**src/rtl/qenc_pkg.sv**
```systemverilog
// Shared types and helpers for the quadrature encoder front end.
// Gray phase is {A,B}; idle (detent rest) position is 11.
package qenc_pkg;

    typedef logic [1:0] qenc_phase_t;

    typedef enum logic {
        CCW = 1'b0,
        CW  = 1'b1
    } qenc_dir_e;

    typedef enum logic [1:0] {
        DEC_NONE    = 2'd0,
        DEC_UP      = 2'd1,
        DEC_DOWN    = 2'd2,
        DEC_ILLEGAL = 2'd3
    } qenc_dec_e;

    localparam qenc_phase_t QENC_IDLE  = 2'b11;
    localparam int          QENC_ACC_W = 4;

    // Counter width able to hold the value max_val.
    function automatic int qenc_cnt_w(input int max_val);
        return (max_val < 1) ? 1 : $clog2(max_val + 1);
    endfunction

    // CW order is 11 -> 10 -> 00 -> 01 -> 11.
    function automatic qenc_dec_e qenc_decode(input qenc_phase_t prev, input qenc_phase_t cur);
        qenc_dec_e d;
        d = DEC_NONE;
        if ((prev ^ cur) == 2'b11) begin
            d = DEC_ILLEGAL;
        end else begin
            case ({prev, cur})
                4'b11_10, 4'b10_00, 4'b00_01, 4'b01_11: d = DEC_UP;
                4'b11_01, 4'b01_00, 4'b00_10, 4'b10_11: d = DEC_DOWN;
                default:                                d = DEC_NONE;
            endcase
        end
        return d;
    endfunction

endpackage

```
**src/rtl/qenc_debounce.sv**
```systemverilog
// Two-flop synchroniser followed by a stability-count filter.
// A new level is accepted after DEB_CYC consecutive differing cycles.
module qenc_debounce
    import qenc_pkg::*;
#(
    parameter int DEB_CYC = 16
) (
    input  logic clk,
    input  logic rstn,
    input  logic raw_i,
    output logic filt_o
);

    localparam int DC_W = qenc_cnt_w(DEB_CYC);

    logic [1:0]      sync_q;
    logic [DC_W-1:0] cnt_q;
    logic            filt_q;

    always_ff @(posedge clk) begin
        if (!rstn) begin
            sync_q <= 2'b11;
            cnt_q  <= '0;
            filt_q <= 1'b1;
        end else begin
            sync_q <= {sync_q[0], raw_i};
            if (sync_q[1] == filt_q) begin
                cnt_q <= '0;
            end else if (cnt_q == DC_W'(DEB_CYC - 1)) begin
                filt_q <= sync_q[1];
                cnt_q  <= '0;
            end else begin
                cnt_q <= cnt_q + DC_W'(1);
            end
        end
    end

    assign filt_o = filt_q;

endmodule

```
**src/rtl/quad_encoder_if.sv**
```systemverilog
// Rotary encoder front end: debounced A/B/PB, detent-scaled counter, press classifier.
// Define QENC_LONGPRESS_EN to build the long-press timer; otherwise every release is short.
module quad_encoder_if
    import qenc_pkg::*;
#(
    parameter int CNT_W            = 8,
    parameter int CNT_RST          = 128,
    parameter int DEB_CYC          = 16,
    parameter int STEPS_PER_DETENT = 4,
    parameter int SATURATE         = 0,
    parameter int LONG_CYC         = 4096
) (
    input  logic             clk,
    input  logic             rstn,
    input  logic             a_i,
    input  logic             b_i,
    input  logic             pb_n_i,
    input  logic             clear_i,
    output logic [CNT_W-1:0] cnt_o,
    output logic             step_o,
    output logic             dir_o,
    output logic             err_o,
    output logic             pb_level_o,
    output logic             pb_short_o,
    output logic             pb_long_o
);

    if (!(STEPS_PER_DETENT inside {1, 2, 4}) || DEB_CYC < 1 || DEB_CYC > 65535 ||
        LONG_CYC < 1 || CNT_RST < 0) begin : g_bad_param
        $error("quad_encoder_if: illegal parameter set");
    end

    localparam logic [CNT_W-1:0]             CNT_RST_V = CNT_W'(CNT_RST);
    localparam logic [CNT_W-1:0]             CNT_MAX   = {CNT_W{1'b1}};
    localparam logic signed [QENC_ACC_W-1:0] ACC_MAX   = QENC_ACC_W'(STEPS_PER_DETENT);
    localparam logic signed [QENC_ACC_W-1:0] ACC_MIN   = -ACC_MAX;
    localparam logic signed [QENC_ACC_W-1:0] ACC_ONE   = QENC_ACC_W'(1);

    logic a_f, b_f, pb_f;

    qenc_debounce #(.DEB_CYC(DEB_CYC)) u_deb_a  (.clk(clk), .rstn(rstn), .raw_i(a_i),    .filt_o(a_f));
    qenc_debounce #(.DEB_CYC(DEB_CYC)) u_deb_b  (.clk(clk), .rstn(rstn), .raw_i(b_i),    .filt_o(b_f));
    qenc_debounce #(.DEB_CYC(DEB_CYC)) u_deb_pb (.clk(clk), .rstn(rstn), .raw_i(pb_n_i), .filt_o(pb_f));

    qenc_phase_t                    ab_cur, ab_prev_q;
    qenc_dec_e                      dec;
    logic signed [QENC_ACC_W-1:0]   acc_q, acc_sum, acc_d;
    logic [CNT_W-1:0]               cnt_q, cnt_d;
    logic                           step_q, step_d, err_q, err_d;
    qenc_dir_e                      dir_q, dir_d;

    assign ab_cur = {a_f, b_f};
    assign dec    = qenc_decode(ab_prev_q, ab_cur);

    always_comb begin
        acc_sum = acc_q;
        case (dec)
            DEC_UP:   acc_sum = acc_q + ACC_ONE;
            DEC_DOWN: acc_sum = acc_q - ACC_ONE;
            default:  acc_sum = acc_q;
        endcase
        acc_d  = acc_sum;
        cnt_d  = cnt_q;
        step_d = 1'b0;
        dir_d  = dir_q;
        err_d  = (dec == DEC_ILLEGAL);

        if (acc_sum == ACC_MAX) begin
            acc_d = '0;
            dir_d = CW;
            if (SATURATE == 0 || cnt_q != CNT_MAX) begin
                cnt_d  = cnt_q + CNT_W'(1);
                step_d = 1'b1;
            end
        end else if (acc_sum == ACC_MIN) begin
            acc_d = '0;
            dir_d = CCW;
            if (SATURATE == 0 || cnt_q != '0) begin
                cnt_d  = cnt_q - CNT_W'(1);
                step_d = 1'b1;
            end
        end

        // A clear wins over a coincident step, which is dropped entirely.
        if (clear_i) begin
            cnt_d  = CNT_RST_V;
            acc_d  = '0;
            step_d = 1'b0;
            dir_d  = dir_q;
        end
    end

    always_ff @(posedge clk) begin
        if (!rstn) begin
            ab_prev_q <= QENC_IDLE;
            acc_q     <= '0;
            cnt_q     <= CNT_RST_V;
            step_q    <= 1'b0;
            dir_q     <= CCW;
            err_q     <= 1'b0;
        end else begin
            ab_prev_q <= ab_cur;
            acc_q     <= acc_d;
            cnt_q     <= cnt_d;
            step_q    <= step_d;
            dir_q     <= dir_d;
            err_q     <= err_d;
        end
    end

    assign cnt_o      = cnt_q;
    assign step_o     = step_q;
    assign dir_o      = (dir_q == CW);
    assign err_o      = err_q;
    assign pb_level_o = ~pb_f;

    logic pb_prev_q, pb_short_q;

`ifdef QENC_LONGPRESS_EN
    localparam int             LP_W   = qenc_cnt_w(LONG_CYC);
    localparam logic [LP_W-1:0] LP_MAX = LP_W'(LONG_CYC);

    logic [LP_W-1:0] press_q;
    logic            pb_long_q;

    always_ff @(posedge clk) begin
        if (!rstn) begin
            press_q    <= '0;
            pb_prev_q  <= 1'b0;
            pb_short_q <= 1'b0;
            pb_long_q  <= 1'b0;
        end else begin
            pb_prev_q  <= pb_level_o;
            pb_short_q <= 1'b0;
            pb_long_q  <= 1'b0;
            if (pb_level_o) begin
                if (press_q != LP_MAX) begin
                    press_q   <= press_q + LP_W'(1);
                    pb_long_q <= ((press_q + LP_W'(1)) == LP_MAX);
                end
            end else begin
                press_q    <= '0;
                pb_short_q <= pb_prev_q && (press_q != LP_MAX);
            end
        end
    end

    assign pb_long_o = pb_long_q;
`else
    always_ff @(posedge clk) begin
        if (!rstn) begin
            pb_prev_q  <= 1'b0;
            pb_short_q <= 1'b0;
        end else begin
            pb_prev_q  <= pb_level_o;
            pb_short_q <= pb_prev_q && !pb_level_o;
        end
    end

    assign pb_long_o = 1'b0;
`endif

    assign pb_short_o = pb_short_q;

endmodule

```
**config.mk**
```make
export PLATFORM = sky130hd
export DESIGN_NAME = quad_encoder_if
export DESIGN_NICKNAME = d
export VERILOG_FILES = /design/src/rtl/qenc_pkg.sv /design/src/rtl/qenc_debounce.sv /design/src/rtl/quad_encoder_if.sv
export SDC_FILE = /design/constraint.sdc
export NUM_CORES = 1
export LEC_CHECK = 0
export ABC_AREA = 1
export CAP_MARGIN = 15
export CORE_MARGIN = 5
export CORE_UTILIZATION = 58
export CTS_BUF_LIST = sky130_fd_sc_hd__clkbuf_8
export CTS_CLUSTER_DIAMETER = 50
export DETAILED_ROUTE_END_ITERATION = 16
export HOLD_SLACK_MARGIN = 0.03
export PLACE_DENSITY = 0.81
export SYNTH_ARGS = -nofsm -noshare
export SYNTH_HDL_FRONTEND = slang
export SYNTH_SLANG_ARGS = --single-unit
```
**constraint.sdc**
```tcl
create_clock -name clk -period 3.7 [get_ports clk]
set_input_delay 1.11 -clock clk [delete_from_list [all_inputs] [get_ports clk]]
set_output_delay 1.11 -clock clk [all_outputs]
set_load 0.1 [all_outputs]
```
* Yosys cells after proc, flatten, opt, wreduce, memory -nomap -nowiden
Memory sizes are Yosys's and may differ from the RTL's.
Index checks and enable logic that the tools add are counted.
W data, S select, Z words.
** Storage, ports and cells
- Flip-flop bits (word level) :: 43
- ROM bits :: 32
- Output and inout port bits :: 14
- Word-level logic and storage cells :: 63
- Memories :: 1
** Cells by class
- Add/subtract/negate cells :: 7
- Equality and inequality tests :: 12
- Mux-type cells :: 8
- Bitwise logic cells :: 7
- Reductions and logical operators :: 11
** Memory list
- (no name shown) :: depth 16, width 2, read ports 1, clocked after memory_dff 0, write ports 0, line qenc_pkg.sv:34 : case ({prev, cur})
** Operators with widths (number)
- $mux W8 :: 2
- $add A5 B1 Y5 const B :: 3
- $eq A5 B4 Y1 const B :: 3
- $reduce_or A3 Y1 :: 3
- $add A8 B1 Y8 const B :: 1
- $pmux W4 S2 :: 1
- $reduce_and A2 Y1 :: 4
- $sub A8 B1 Y8 const B :: 1
- $eq A2 B2 Y1 const B :: 3
- $not A1 Y1 :: 6
- $add A4 B2 Y4 const B :: 1
- $eq A4 B3 Y1 const B :: 1
- $eq A4 B4 Y1 const B :: 1
- $mux W1 :: 4
- $reduce_or A4 Y1 :: 1
- $sub A4 B2 Y4 const B :: 1
- $eq A1 B1 Y1 :: 3
- $eq A2 B1 Y1 const B :: 1
- $mux W2 :: 1
- $reduce_bool A2 Y1 :: 1
- $reduce_or A2 Y1 :: 1
- $xor A2 B2 Y2 :: 1
- $logic_and A1 B1 Y1 :: 1

* Longest topological paths before layout
Gate-level depths: netlist of the first run.
- Depth in word-level cells :: 8
- Mapped depth :: 25
- Gate-level depth less buffers :: 25

* Modules after synthesis
A second synthesis of the first run with hierarchy kept.
** Second synthesis, totals
- Cell total of the unflattened synthesis :: 247
- Area, all modules :: 2040.7 um^2
** Modules (own cells, without submodules)
- quad_encoder_if :: instances 1, cells each 142, area an instance 1113.6 um^2, sequential area each 380.4 um^2
- qenc_debounce :: instances 3, cells each 35, area an instance 309.0 um^2, sequential area each 160.2 um^2

* Worst setup path after synthesis of the first run
Ideal clock, no wire load.
- Path type :: register -> register
- Start :: reg u_deb_b.filt_q, in the netlist u_deb_b.filt_o
- End :: reg cnt_q[7], in the netlist cnt_o[7]
- Setup time :: 0.129 ns
- Data arrival time :: 3.157 ns
- Setup slack :: 0.414 ns
- Stages on the path, launching flop included :: 22
- Buffers on the path :: 0
- Period minus slack after synthesis :: 3.286 ns
- Cells stage by stage :: dfxtp_1 -> xor2_1 -> o21ai_0 -> ha_1 -> nand2_1 -> inv_1 -> nor2_4 -> ha_1 -> mux2i_1 -> nand2_1 -> nor2_4 -> nand2_1 -> ha_1 -> nand3_1 -> nand2_1 -> nand2_1 -> nand3_1 -> inv_1 -> nand3_1 -> nand2_1 -> nand3_1 -> nand3_1
** On the way
- Cells in the longest elaborated chain, start to end :: 7
** Ends and longest elaborated chain
- start: declaration :: line qenc_debounce.sv:18 : logic filt_q;
- start signal: assignment :: line qenc_debounce.sv:30 : filt_q <= sync_q[1];
- parallel branches: the longest is 2 deep, another holds $mem_v2 Z16 W2
- $mux W2 (*) :: line qenc_pkg.sv:31 : if ((prev ^ cur) == 2'b11) begin
- $eq A2 B2 Y1 or $eq A2 B1 Y1 (tied branches) :: line quad_encoder_if.sv:57 : case (dec)
- $pmux W4 S2 (*) :: line quad_encoder_if.sv:57
- $eq A4 B4 Y1 or $eq A4 B3 Y1 (tied branches) :: line quad_encoder_if.sv:68, quad_encoder_if.sv:75
- $mux W8 or $reduce_bool A2 Y1 (tied branches)
- end signal: assignment :: line quad_encoder_if.sv:104 : cnt_q <= cnt_d;
- end: declaration :: line quad_encoder_if.sv:48 : logic [CNT_W-1:0] cnt_q, cnt_d;
Mark *: on every way between the ends.
A chain may end at the register's enable or synchronous reset.

* Worst setup path after layout of the first run
Ends and elaborated chain as after synthesis.

==> flow_metrics.env, run 1 <==
export IMPL_cp_required_ns=3.87
export IMPL_ys_seq_area_frac=0.430
export IMPL_grt_overflow_total=0
export IMPL_cap_violations=0
export IMPL_dp_cells=307
export IMPL_placed_area_mm2=0.00220
export IMPL_grt_pass1_vias=1405
export IMPL_dp_hpwl_um=2540
export IMPL_p_sw_uw=183
export IMPL_fin_skew_ns=0.00509
export IMPL_antenna_found_initial=0
export IMPL_clockPowerShare=0.384
export IMPL_top_level_ports=20
export IMPL_arrival_ns=3.56
export IMPL_powerDensity_mw_per_mm2=344
export IMPL_final_setup_worst_slack_ns=0.314
export IMPL_synth_top_area_frac=0.430
export IMPL_synth_top_flop_cell="dfxtp_1"
export IMPL_cts_sinks=43
export IMPL_leakage_uw=0.00105
export IMPL_pre_cts_slack_ns=0.132
export IMPL_grt_max_degree=17
export IMPL_combPwrFrac=0.029
export IMPL_grt_pass1_wl_um=5750
export IMPL_drc=0
export IMPL_cpMaxStageDelayCell="ha_2"
export IMPL_p_int_uw=614
export IMPL_ys_seq_elements=43
export IMPL_synth_cells=245
export IMPL_routed_wl_um=3320
export IMPL_ir_worst_vdd_mv=0.304
export IMPL_synth_cell_types=30
export IMPL_endpoint_kind="flip-flop"
export IMPL_r2r_cells=22
export IMPL_wl_per_cell_um=10.5
export IMPL_yosysMostFrequentCell="dfxtp_1"
export IMPL_first_pass_iters=4
export IMPL_period_share=0.915
export IMPL_clockBufferDepth=2
export IMPL_htreeDepth=2
export IMPL_via_per_inst=4.96
export IMPL_drive_gt1_frac=0.167
export IMPL_critPathLaunchType="flip-flop"
export IMPL_cts_tree="done"
export IMPL_fmax_mhz=295
export IMPL_slew_violations=0
export IMPL_syn2layout_area_growth_pct=15.7
export IMPL_final_antenna_net_count=0
export IMPL_yosys_warnings=0
export IMPL_ys_top_cells_by_count="43 x dfxtp_1, 42 x nand2_1, 28 x inv_1"
export IMPL_cts_setup_buffers=0
export IMPL_cts_resized=0
export IMPL_rsz0062_at_grt="yes"
export IMPL_fin_cells=315
export IMPL_avgSynthCellArea_um2=8.17
export IMPL_hold_viol=0
export IMPL_ctsHoldBuffers=0
export IMPL_rows=21
export IMPL_final_min_clock_period_ns=3.39
export IMPL_critPathMostFrequentCell="nand2_1"
export IMPL_slew_headroom=0.584
export IMPL_routabilityCongestion=0.786
export IMPL_drtIter0Drc=60
export IMPL_io_buffer_count=18
export IMPL_synth_edf_count=0
export IMPL_insertion_delay_ns=0.29
export IMPL_critPathKind="reg -> reg"
export IMPL_hold_path_depth=1
export IMPL_critPathMaxFanout=8
export IMPL_num_nets_final=292
export IMPL_initial_core_util=0.600
export IMPL_synth_largest_area_cell="dfxtp_1"
export IMPL_clk_pin_slew_worst_paths_ns=0.09
export IMPL_num_antenna_cells=0
export IMPL_cpPeakStageDelay_ns=0.43
export IMPL_core_area_mm2=0.00334
export IMPL_design_area_mm2=0.00232
export IMPL_die_w_um=68.8
export IMPL_seqPwrFrac=0.588
export IMPL_synth_area_mm2=0.00200
export IMPL_dr_total_vias=1562
export IMPL_crit_chain="xor2_1 -> nand2_1 -> o21ai_1 -> ha_2 -> nand2_1 -> inv_1 -> nor2_4 -> ha_1 -> mux2i_1 -> nand2_1 -> nor2_4 -> nand2_2 -> ha_2 -> nand2_1 -> nor2_1 -> nand2_1 -> nand3_1 -> inv_1 -> nand3_1 -> nand2_1 -> nand3_1 -> nand3_1"
export IMPL_hp_class="reg -> reg"
export IMPL_synthArstFlopShare=0
export IMPL_cts_buffers=5
export IMPL_syn_nets=269
export IMPL_outcome="completed"
export IMPL_dieArea_mm2=0.00473
export IMPL_synth_area_leaders="dfxtp_1 43%, ha_1 11%, nand2_1 7.9%"
export IMPL_cts_root_buf="clkbuf_8"
export IMPL_p_sw_frac=0.229
export IMPL_track_usage=0.161
export IMPL_die_y_um=68.8
export IMPL_finalSetupViolCount=0
export IMPL_worst_pin_slew_ns=0.617
[kinds of logic after synthesis]
group | after synthesis | synth area share
and+or+nand+nor | 102 | 0.232
DFF | 43 | 0.430
AOI/OAI and AO/OA | 36 | 0.102
buffers and inverters | 33 | 0.0637
adders and majority gates | 18 | 0.116
xor gates and xnor gates | 11 | 0.0481
other | 1 | 0.00187
muxes | 1 | 0.00500
[cell type report]
| cell class | instances | area [um^2] |
|---|---|---|
| Clock buffer | 5 | 68.8 |
| Clock inverter | 3 | 26.3 |
| Fill cell | 297 | 1020 |
| Inverter | 31 | 116 |
| Multi-Input combinational cell | 169 | 1040 |
| Sequential cell | 43 | 863 |
| Tap cell | 46 | 57.6 |
| Timing Repair Buffer | 18 | 148 |
[registers in the layout, summed over array words and instances (netlist names), 2 cells and up]
| register | cells |
|---|---|
| ab_prev_q | 2 |
| acc_q | 4 |
| cnt_o | 8 |
| u_deb_a.cnt_q | 5 |
| u_deb_a.sync_q | 2 |
| u_deb_b.cnt_q | 5 |
| u_deb_b.sync_q | 2 |
| u_deb_pb.cnt_q | 5 |
| u_deb_pb.sync_q | 2 |
[final timing paths]
kind	startpoint	endpoint	slack, ns
max	u_deb_b.filt_o$_SDFFE_PN1P_	cnt_o[7]$_SDFFE_PP1P_	0.31
min	u_deb_pb.sync_q[0]$_SDFF_PN1_	u_deb_pb.sync_q[1]$_SDFF_PN1_	0.42
max reg2reg	u_deb_b.filt_o$_SDFFE_PN1P_	cnt_o[7]$_SDFFE_PP1P_	0.31
min reg2reg	u_deb_pb.sync_q[0]$_SDFF_PN1_	u_deb_pb.sync_q[1]$_SDFF_PN1_	0.42
[metrics by stage]
| stage | hold WS, ns | setup TNS, ns | total power [uW] | util |
|---|---|---|---|---|
| 3_5_place_dp | 0.398 | 0 | 502 | 0.658 |
| 5_1_grt | 0.444 | -0.0260 | 831 | 0.694 |
| 6_report | 0.420 | 0 | 797 | 0.694 |
| 3_3_place_gp | 0.395 | 0 | 502 | 0.658 |
| 2_1_floorplan | 0.393 | 0 | 494 | - |
| 4_1_cts | 0.422 | 0 | 808 | 0.687 |
[metal layers]
| layer | vias to the layer above | part of all wire | track usage |
|---|---|---|---|
| met5 | - | 0 | 0 |
| met4 | 0 | 0.0072 | 0.0584 |
| met3 | 2 | 0.034 | 0.0373 |
| met2 | 17 | 0.49 | 0.292 |
| met1 | 706 | 0.47 | 0.183 |
| li1 | 837 | - | - |
[power by group through the flow]
stage	combinational [uW]	sequential (uW)	clock [uW]
after floorplan	15.3	479	0
after global placement	22.7	479	0
after detailed placement	22.8	479	0
after CTS	23.0	468	317
after global routing	25.0	469	337
final	22.7	468	306
[critical path, delay by kind of cell, from the launching register on]
family	cells	cell delay [ns]
buffers and inverters	2	0.18
xor gates and xnor gates	1	0.17
DFF	1	0.38
muxes	1	0.17
and+or+nand+nor	14	1.29
adders and majority gates	3	0.94
AOI/OAI and AO/OA	1	0.15
[cells in the final DEF (no fill, tap or decap), types with 7 or more instances in the layout]
| master | synthesis | layout |
|---|---|---|
| a21oi_1 | 13 | 13 |
| buf_4 | 1 | 13 |
| dfxtp_1 | 43 | 41 |
| ha_1 | 17 | 13 |
| inv_1 | 28 | 28 |
| nand2_1 | 42 | 41 |
| nand3_1 | 19 | 19 |
| nor2_1 | 23 | 23 |
| o21ai_0 | 8 | 7 |
| or2_2 | 7 | 7 |
| xnor2_1 | 7 | 7 |
Note: power is estimated with default switching activity, not from simulation.
==> run 2, diff against run 1 <==
--- a/config.mk
+++ b/config.mk
@@ -8,12 +8,13 @@
 export ABC_AREA = 1
 export CAP_MARGIN = 15
 export CORE_MARGIN = 5
-export CORE_UTILIZATION = 58
-export CTS_BUF_LIST = sky130_fd_sc_hd__clkbuf_8
+export CORE_UTILIZATION = 56
+export CTS_BUF_LIST = sky130_fd_sc_hd__clkbuf_16
 export CTS_CLUSTER_DIAMETER = 50
 export DETAILED_ROUTE_END_ITERATION = 16
 export HOLD_SLACK_MARGIN = 0.03
-export PLACE_DENSITY = 0.81
+export PLACE_DENSITY = 0.79
+export SLEW_MARGIN = 15
 export SYNTH_ARGS = -nofsm -noshare
 export SYNTH_HDL_FRONTEND = slang
 export SYNTH_SLANG_ARGS = --single-unit
==> run 2 against run 1 <==
Clock skew grew 0.0014 ns. Combinational power is essentially flat. Clock power grew 58%. Sequential share of layout area shrank 1.7 points. Critical path depth shrank 1. Critical endpoint is now cnt_o[6]$_SDFFE_PP0P_.
==> flow_metrics.env, run 2 (synthesis results as in run 1) <==
export IMPL_cp_required_ns=3.93
export IMPL_critPathMostFrequentCell="nand2_1"
export IMPL_io_buffer_count=18
export IMPL_grt_use_met3=0.0507
export IMPL_routabilityCongestion=0.847
export IMPL_critPathKind="reg -> reg"
export IMPL_leakage_uw=0.00109
export IMPL_endpoint_kind="flip-flop"
export IMPL_grt_max_degree=16
export IMPL_multi_input_area_mm2=0.00108
export IMPL_placed_area_mm2=0.00220
export IMPL_drc=0
export IMPL_n_fill_cell=263
export IMPL_fmax_mhz=299
export IMPL_grt_overflow_total=0
export IMPL_layout_common_cells="41 x nand2_1, 41 x dfxtp_1, 28 x inv_1"
export IMPL_htreeDepth=2
export IMPL_grt_busiest_layer="met2"
export IMPL_rr_startpoint="ab_prev_q[1]$_SDFF_PN1_"
export IMPL_syn2layout_area_growth_pct=21.2
export IMPL_num_nets_final=292
export IMPL_critPathLaunchType="flip-flop"
export IMPL_dr_total_vias=1551
export IMPL_insertion_delay_ns=0.28
export IMPL_clockBufferDepth=2
export IMPL_die_y_um=69.8
export IMPL_critPathMaxFanout=8
export IMPL_finalSetupViolCount=0
export IMPL_cpPeakStageDelay_ns=0.44
export IMPL_dp_hpwl_um=2470
export IMPL_holdWs_ns=0.411
export IMPL_fin_util=0.716
export IMPL_cts_sinks=43
export IMPL_routed_wl_um=3440
export IMPL_wl_per_cell_um=10.9
export IMPL_core_area_mm2=0.00339
export IMPL_grt_pass1_wl_um=6070
export IMPL_crit_family="simple AND/OR/NAND/NOR gates"
export IMPL_fin_tns_setup_ns=0
export IMPL_hold_viol=0
export IMPL_cap_violations=0
export IMPL_slew_violations=0
export IMPL_cts_tree="done"
export IMPL_min_from="u_deb_pb.sync_q[0]$_SDFF_PN1_"
export IMPL_outcome="completed"
export IMPL_cts_buffers=5
export IMPL_period_share=0.905
export IMPL_drive_gt1_frac=0.171
export IMPL_largest_reg_flops=8
export IMPL_top_level_ports=20
export IMPL_clk_pin_slew_worst_paths_ns=0.06
export IMPL_final_antenna_net_count=0
export IMPL_register_area_um2=863
export IMPL_fin_skew_ns=0.00654
export IMPL_arrival_ns=3.58
export IMPL_antenna_found_initial=0
export IMPL_cp_num_buf_inv=1
export IMPL_cpMaxStageDelayCell="fa_1"
export IMPL_design_area_mm2=0.00243
export IMPL_dieArea_mm2=0.00487
export IMPL_power_total_uw=977
export IMPL_slew_headroom=0.648
export IMPL_ir_worst_vdd_mv=0.374
export IMPL_hold_path_depth=1
export IMPL_final_min_clock_period_ns=3.35
export IMPL_cts_root_buf="clkbuf_16"
export IMPL_first_pass_iters=4
export IMPL_drtIter0Drc=59
export IMPL_num_antenna_cells=0
export IMPL_met2_usage=0.237
export IMPL_cp_depth=21
export IMPL_grt_pass1_vias=1438
export IMPL_reg2reg_to="cnt_o[6]$_SDFFE_PP0P_"
export IMPL_r2r_setup_slack_ns=0.35
export IMPL_hp_class="reg -> reg"
export IMPL_rows=21
export IMPL_via_per_inst=4.92
export IMPL_worst_pin_slew_ns=0.523
export IMPL_initial_core_util=0.591
export IMPL_die_w_um=69.8
export IMPL_grtUsageMet1=0.191
export IMPL_crit_chain="xor2_1 -> nand2_1 -> nand2_1 -> inv_1 -> ha_2 -> nor2_1 -> nor2_4 -> ha_1 -> mux2i_1 -> nand2_1 -> nor2_4 -> nand2_4 -> fa_1 -> nand3_1 -> nand2_1 -> a21oi_1 -> nor2_1 -> nor2_1 -> xnor2_1 -> nand2_1 -> nand2_1"
export IMPL_r2r_cells=21
export IMPL_powerDensity_mw_per_mm2=403
export IMPL_track_usage=0.153
export IMPL_min_to="u_deb_pb.sync_q[1]$_SDFF_PN1_"
==> run 2: worst max-delay path by stage <==
stage | start | to | slack [ns]
2_1_floorplan | u_deb_b.filt_o$_SDFFE_PN1P_ | cnt_o[7]$_SDFFE_PP1P_ | 0.41
3_3_place_gp | u_deb_b.filt_o$_SDFFE_PN1P_ | cnt_o[7]$_SDFFE_PP1P_ | 0.17
3_5_place_dp | u_deb_b.filt_o$_SDFFE_PN1P_ | cnt_o[7]$_SDFFE_PP1P_ | 0.11
4_1_cts | u_deb_a.filt_o$_SDFFE_PN1P_ | cnt_o[7]$_SDFFE_PP1P_ | 0.10
5_1_grt | u_deb_a.filt_o$_SDFFE_PN1P_ | cnt_o[7]$_SDFFE_PP1P_ | -0.02
6_report | ab_prev_q[1]$_SDFF_PN1_ | cnt_o[6]$_SDFFE_PP0P_ | 0.35
==> run 2: metal layers <==
metal  vias to the layer above  routed length (um)
li1                        830                   -
met1                       693                1640
met2                        24                1600
met3                         4                 148
met4                         0                  47
met5                         -                   0
==> run 2: cell type report <==
cell class                 count  area share
clock buffer                   5      0.0516
timing repair buffer          18      0.0609
tap                           46      0.0237
multi-input combinational    169       0.444
sequential                    43       0.356
clock inverter                 3      0.0160
inverter                      31      0.0480
==> run 2: through the flow <==
step / cells / setup WS (ns)
after floorplan: 245 / 0.414
after global placement: 307 / 0.174
after detailed placement: 307 / 0.114
after CTS: 315 / 0.103
after global routing: 315 / -0.0239
final: 315 / 0.351
==> run 2: what timing repair did <==
action / in CTS / in global routing
resized for setup: 0 / 12
buffers inserted: 0 / 0
endpoints found under the setup margin: 0 / 4
endpoints found under the hold margin: 0 / 0
hold buffers: 0 / 0
==> run 2: where the power goes <==
| part | switching (uW) | internal [uW] |
|---|---|---|
| Sequential | 1.85 | 467 |
| Clock | 171 | 314 |
| Combinational | 13.8 | 8.97 |
| Total | 186 | 790 |
